**src/rtl/ssd_scan_driver.sv**
```systemverilog
// rtl/ssd_scan_driver.sv - time-multiplexed N-digit seven-segment scan driver (optional SSD_LZB_EN leading-zero blanking)
module ssd_scan_driver #(
    parameter int NUM_DIGITS    = 4,
    parameter int PRESCALE_BITS = 18,
    parameter int BLANK_CYCLES  = 16
) (
    input  logic                      Clk,
    input  logic                      Reset_n,
    input  logic [4*NUM_DIGITS-1:0]   Data,
    input  logic [NUM_DIGITS-1:0]     Dp_In,
    input  logic [NUM_DIGITS-1:0]     Digit_En,
    input  logic                      Load,
    output logic                      Pending,
    output logic                      Frame_Tick,
    output logic [NUM_DIGITS-1:0]     An,
    output logic [7:0]                Cathodes
);

    localparam int IDX_W = (NUM_DIGITS > 1) ? $clog2(NUM_DIGITS) : 1;
    localparam logic [IDX_W-1:0]         LAST_IDX  = IDX_W'(NUM_DIGITS - 1);
    localparam logic [PRESCALE_BITS-1:0] BLANK_LIM = PRESCALE_BITS'(BLANK_CYCLES);

    logic [PRESCALE_BITS-1:0] slot_cnt;
    logic [IDX_W-1:0]         digit_idx;
    logic                     slot_wrap;
    logic                     frame_edge;

    logic [4*NUM_DIGITS-1:0]  pend_data;
    logic [NUM_DIGITS-1:0]    pend_dp;
    logic [NUM_DIGITS-1:0]    pend_en;
    logic                     pend_flag;

    logic [4*NUM_DIGITS-1:0]  disp_data;
    logic [NUM_DIGITS-1:0]    disp_dp;
    logic [NUM_DIGITS-1:0]    disp_en;

    logic [NUM_DIGITS-1:0]    blank_mask;
    logic [3:0]               cur_nib;
    logic                     cur_dp;
    logic                     cur_en;
    logic                     cur_blank;
    logic                     lit;
    logic [NUM_DIGITS-1:0]    an_next;
    logic [7:0]               cat_next;

    assign slot_wrap  = &slot_cnt;
    assign frame_edge = slot_wrap && (digit_idx == LAST_IDX);
    assign Pending    = pend_flag;

    // Hex font, segments abcdefg, active-low.
    function automatic logic [6:0] hex_font(input logic [3:0] nib);
        logic [6:0] seg;
        case (nib)
            4'h0: seg = 7'b0000001;
            4'h1: seg = 7'b1001111;
            4'h2: seg = 7'b0010010;
            4'h3: seg = 7'b0000110;
            4'h4: seg = 7'b1001100;
            4'h5: seg = 7'b0100100;
            4'h6: seg = 7'b0100000;
            4'h7: seg = 7'b0001111;
            4'h8: seg = 7'b0000000;
            4'h9: seg = 7'b0000100;
            4'hA: seg = 7'b0001000;
            4'hB: seg = 7'b1100000;
            4'hC: seg = 7'b0110001;
            4'hD: seg = 7'b1000010;
            4'hE: seg = 7'b0110000;
            default: seg = 7'b0111000;
        endcase
        return seg;
    endfunction

    // Slot counter free-runs; the digit index steps on every slot wrap.
    always_ff @(posedge Clk or negedge Reset_n) begin
        if (!Reset_n) begin
            slot_cnt  <= '0;
            digit_idx <= '0;
        end else begin
            slot_cnt <= slot_cnt + 1'b1;
            if (slot_wrap) begin
                digit_idx <= frame_edge ? '0 : digit_idx + 1'b1;
            end
        end
    end

    // Double buffer: Load fills the pending side, the frame edge publishes it.
    // A Load on the frame edge itself bypasses straight into the display side.
    always_ff @(posedge Clk or negedge Reset_n) begin
        if (!Reset_n) begin
            pend_data <= '0;
            pend_dp   <= '0;
            pend_en   <= '0;
            pend_flag <= 1'b0;
            disp_data <= '0;
            disp_dp   <= '0;
            disp_en   <= '0;
        end else begin
            if (Load) begin
                pend_data <= Data;
                pend_dp   <= Dp_In;
                pend_en   <= Digit_En;
            end
            if (frame_edge) begin
                pend_flag <= 1'b0;
                if (Load) begin
                    disp_data <= Data;
                    disp_dp   <= Dp_In;
                    disp_en   <= Digit_En;
                end else if (pend_flag) begin
                    disp_data <= pend_data;
                    disp_dp   <= pend_dp;
                    disp_en   <= pend_en;
                end
            end else if (Load) begin
                pend_flag <= 1'b1;
            end
        end
    end

`ifdef SSD_LZB_EN
    logic above_blank;

    // Blank zero nibbles from the top down until the first significant enabled digit.
    always_comb begin
        blank_mask  = '0;
        above_blank = 1'b1;
        for (int i = NUM_DIGITS - 1; i >= 1; i--) begin
            if (disp_en[i]) begin
                blank_mask[i] = above_blank && (disp_data[4*i +: 4] == 4'h0);
                above_blank   = blank_mask[i];
            end
        end
    end
`else
    assign blank_mask = '0;
`endif

    // Select the display-buffer fields of the digit currently being scanned.
    always_comb begin
        cur_nib   = 4'h0;
        cur_dp    = 1'b0;
        cur_en    = 1'b0;
        cur_blank = 1'b0;
        for (int i = 0; i < NUM_DIGITS; i++) begin
            if (digit_idx == IDX_W'(i)) begin
                cur_nib   = disp_data[4*i +: 4];
                cur_dp    = disp_dp[i];
                cur_en    = disp_en[i];
                cur_blank = blank_mask[i];
            end
        end
    end

    // Anode and cathode values for the current index/counter, before registering.
    always_comb begin
        lit      = cur_en && (slot_cnt >= BLANK_LIM);
        an_next  = '1;
        cat_next = 8'hFF;
        for (int i = 0; i < NUM_DIGITS; i++) begin
            if (lit && (digit_idx == IDX_W'(i))) begin
                an_next[i] = 1'b0;
            end
        end
        if (lit) begin
            cat_next = {(cur_blank ? 7'h7F : hex_font(cur_nib)), ~cur_dp};
        end
    end

    // Pin-facing outputs are registered so the board sees glitch-free levels.
    always_ff @(posedge Clk or negedge Reset_n) begin
        if (!Reset_n) begin
            An         <= '1;
            Cathodes   <= 8'hFF;
            Frame_Tick <= 1'b0;
        end else begin
            An         <= an_next;
            Cathodes   <= cat_next;
            Frame_Tick <= frame_edge;
        end
    end

endmodule

```
**config.mk**
```make
export PLATFORM = sky130hd
export DESIGN_NAME = ssd_scan_driver
export DESIGN_NICKNAME = d
export VERILOG_FILES = /design/src/rtl/ssd_scan_driver.sv
export SDC_FILE = /design/constraint.sdc
export NUM_CORES = 1
export LEC_CHECK = 0
export CAP_MARGIN = 20
export CELL_PAD_IN_SITES_DETAIL_PLACEMENT = 0
export CELL_PAD_IN_SITES_GLOBAL_PLACEMENT = 1
export CORE_ASPECT_RATIO = 0.75
export CORE_MARGIN = 1
export CORE_UTILIZATION = 45
export DETAILED_ROUTE_END_ITERATION = 7
export PLACE_DENSITY_LB_ADDON = 0.05
export SLEW_MARGIN = 25
export SYNTH_ARGS = -nofsm -noshare
export SYNTH_HDL_FRONTEND = slang
export SYNTH_SLANG_ARGS = --single-unit
```
**constraint.sdc**
```tcl
create_clock -name Clk -period 2.7 [get_ports Clk]
set_input_delay 0.405 -clock Clk [delete_from_list [all_inputs] [get_ports Clk]]
set_output_delay 0.405 -clock Clk [all_outputs]
set_load 0.01 [all_outputs]
```
==> summary.md <==
| Metric | Value |
|---|---|
| Layout fillers | `649` |
| Mux cell area share after synthesis | `16.1%` |
| N_diodes | `0` |
| Combinational fraction of design power | `7.3%` |
| Flop pwr share | `53.4%` |
| Dominant synthesized flop cell | `dfrtp_1` |
| PortBufs | `40` |
| Seq/Total Area, Yosys | `57.1%` |
| Die Height | `79.7 um` |
| Final Hold Fails | `0` |
| CTS root buffer | `clkbuf_8` |
| Ports | `41` |
| GRT Total Usage | `17.8%` |
| Vias/cell | `5.16` |
| Cell chain of the critical path | `inv_1, ha_1, nor2b_1, a221oi_1, nor2_1, inv_1, ha_1, a21oi_1, a32o_1, nand2_1` |
| P_sw | `0.000517 W` |
| Outcome | `finished, final reports clean` |
| Commonest non-fill, non-tap cell in the layout | `dfrtp_1` |
| Critical path peak fanout | `11` |
| Area delta synth->final | `20.1%` |
| Sink Count | `82` |
| Initial antenna violation count | `0` |
| Maxcap violations | `0` |
| Leakage power | `1.87 nW` |
| Cell-internal power | `0.00193 W` |
| Row cnt | `27` |
| Final WL | `6630 um` |
| Max-slew violation count | `0` |
| Post-synthesis register bit count | `82` |
| Hold_buf cts | `0` |
| Yosys warnings | `0` |
| Total setup buffers inserted after CTS | `0` |
| H-tree Lvls | `3` |
| Number of global-route vias before repair | `2245` |
| Iteration-0 DRC Markers | `104` |
| PwrDens | `562 nW/um2` |
| Reg-to-reg slack, setup | `0.22 ns` |
| Clock power share | `39.3%` |
| Vias | `2219` |
| Die Wd | `106 um` |
| CP max stage cell | `dfrtp_1` |
| Die ar. | `8420 um2` |
| Layout cells sized above 1 | `26.4%` |
| Largest net degree at the start of global routing | `77` |
| Finished Core Util | `57.5%` |
| Simple-gate share of the synthesized area | `10.6%` |
| Asr flop ratio synth | `100%` |
| Worst-case reg-to-reg path depth | `10` |
| HPWL after detailed placement | `4690 um` |
| Mapped Cells | `278` |
| Worst slack, placed | `0.271 ns` |
| Worst Tran Pin Value | `0.668 ns` |
| Initial Utilization | `47.9%` |
| Clock-pin slew on the worst setup and hold paths | `0.08 ns` |
| Maximum clock path buffer count | `2` |
| Worst Path Required | `2.95 ns` |
| Minimum clock period | `2.48 ns` |
| Post-Synth XOR/XNOR Area | `3.87%` |
| Fin nets | `363` |
| Largest family of logic cells by synthesized area | `multiplexers` |
| Delay-heaviest family, CP | `simple AND/OR/NAND/NOR gates` |
| Final setup TNS | `0 ns` |
| Compound-gate portion of the synthesized area | `5.63%` |
| RR Startpoint | `digit_idx[1]$_DFFE_PN0P_` |
| Crit Path Class | `register to register` |
| Post-synth net total | `317` |
| DRC | `0` |
| Period utilization | `92.0%` |
| FF-to-FF End | `Cathodes[4]$_DFF_PN1_` |
| Max Clock Skew | `0.0104 ns` |
| Commonest non-fill, non-tap cells in the layout | `dfrtp_1 (70), mux2_2 (48), clkdlybuf4s50_1 (39), nand2_1 (23)` |
| Placer Congestion | `0.799` |
| Largest stage delay, worst path | `0.39 ns` |
| GRT overflow | `0` |
| Core footprint | `7570 um2` |
| Final setup vio count | `0` |
| RSZ-0062 raised after global routing | `false` |
| Critical Path Sink Type | `register` |
| Slew headroom | `55.5%` |
| Max VDD drop | `0.361 mV` |
| Startpoint Class | `register` |
| Hold Path Class | `primary input to async pin` |
| Wirelength per Cell | `15.4 um` |
| Cts repair resizes | `0` |
| Syn avg cell area | `13.0 um2` |
| Worst-skew pair later-pin latency | `0.34 ns` |
| Count of different cell masters after synthesis | `43` |
| Worst Slack Setup Final | `0.215 ns` |
| Syn Std Cell Area | `3620 um2` |
| CTS tree | `built` |
| TritonCTS Buffers | `9` |
| Synth Area in Adders | `4.15%` |
| Critical Path AT | `2.74 ns` |
| Post-route ant nets | `0` |
| DRT Pass-1 Iters | `4` |
| Post-synth EDFFs | `0` |
| Switching share of power | `21.2%` |
| CP bufs+invs | `2` |
| First-pass GRT wire length | `11400 um` |
| F_max | `402 MHz` |
-- layer usage --
layer  part of all wire, %  global-route usage (%)  wire [um]  vias up
li1                      -                       -          -     1078
met1                    55                    28.1       3660     1083
met2                    39                    23.2       2560       53
met3                   5.3                    4.41        354        5
met4                  0.84                    6.67         56        0
met5                     0                       0          0        -
-- worst register-to-register path: stages (launching register included) --
cell and delay, ns:
dfrtp_1 0.39, inv_1 0.08, ha_1 0.32, nor2b_1 0.33, a221oi_1 0.13, nor2_1 0.33
inv_1 0.17, ha_1 0.32, a21oi_1 0.13, a32o_1 0.14, nand2_1 0.06
-- worst max-delay path by stage --
stage,from,end,slack [ns],depth (start not counted)
2_1_floorplan,digit_idx[0]$_DFFE_PN0P_,Cathodes[4]$_DFF_PN1_,0.52,11
3_3_place_gp,digit_idx[0]$_DFFE_PN0P_,Cathodes[4]$_DFF_PN1_,0.40,9
3_5_place_dp,digit_idx[1]$_DFFE_PN0P_,Cathodes[4]$_DFF_PN1_,0.27,10
4_1_cts,digit_idx[1]$_DFFE_PN0P_,Cathodes[4]$_DFF_PN1_,0.25,10
5_1_grt,digit_idx[1]$_DFFE_PN0P_,Cathodes[1]$_DFF_PN1_,0.009,10
6_report,digit_idx[1]$_DFFE_PN0P_,Cathodes[4]$_DFF_PN1_,0.22,10
-- sequential cells by signal (all words and copies together) (netlist names) --
name and flops:
pend_dp 4, Pending 1, Cathodes 8, pend_data 16, digit_idx 2, slot_cnt 18
disp_en 4, disp_dp 4, disp_data 16, An 4, Frame_Tick 1, pend_en 4
-- Yosys cell counts, drive strengths merged, types with 3 or more instances --
cell type | count | area, um2
ha | 12 | 150
nor4 | 4 | 40.0
xnor2 | 12 | 105
nand2b | 3 | 18.8
dfstp | 12 | 315
o221ai | 6 | 52.6
xor2 | 4 | 35.0
mux2 | 50 | 563
inv | 10 | 37.5
nor2 | 12 | 45.0
a21oi | 5 | 25.0
nor2b | 5 | 31.3
nand3b | 3 | 22.5
nand2 | 23 | 86.3
nand3 | 5 | 25.0
buf | 6 | 40.0
dfrtp | 70 | 1750
clkbuf | 4 | 15.0
nand4 | 5 | 46.3
-- power by group through the flow --
stage          Combinational, W  Sequential (W)  Clock (W)
2_1_floorplan         0.0000872         0.00132          0
3_3_place_gp           0.000179         0.00133          0
3_5_place_dp           0.000182         0.00133          0
4_1_cts                0.000183         0.00131   0.000990
5_1_grt                0.000201         0.00131    0.00105
6_report               0.000179         0.00130   0.000961
-- through the flow --
stage | std cells | instance area [um2] | hold WS [ns] | total power, W
floorplan | 278 | 3620 | 0.109 | 0.00141
global placement | 414 | 4130 | 0.453 | 0.00151
detailed placement | 414 | 4130 | 0.453 | 0.00151
CTS | 430 | 4350 | 0.227 | 0.00248
global route | 430 | 4350 | 0.122 | 0.00256
finish | 430 | 4350 | 0.0704 | 0.00244
-- final cells by class --
type	count	area [um2]	share of cell area, %
Sequential cell	82	2070	47.5
Multi-Input combinational cell	176	1460	33.6
Timing Repair Buffer	45	439	10.1
Clock buffer	11	141	3.25
Tap cell	101	126	2.90
Clock inverter	5	77.6	1.78
Inverter	10	37.5	0.863
-- logic make-up (layout without fill, tap and decap cells) --
family          count (synthesis)  count (layout)
compound gates                 27              27
mux                            52              52
simple gates                   69              69
buf+inv                        20              71
xor+xnor                       16              16
flops                          82              82
fa+ha+maj                      12              12
No activity file was read; power rests on OpenSTA's default activity.
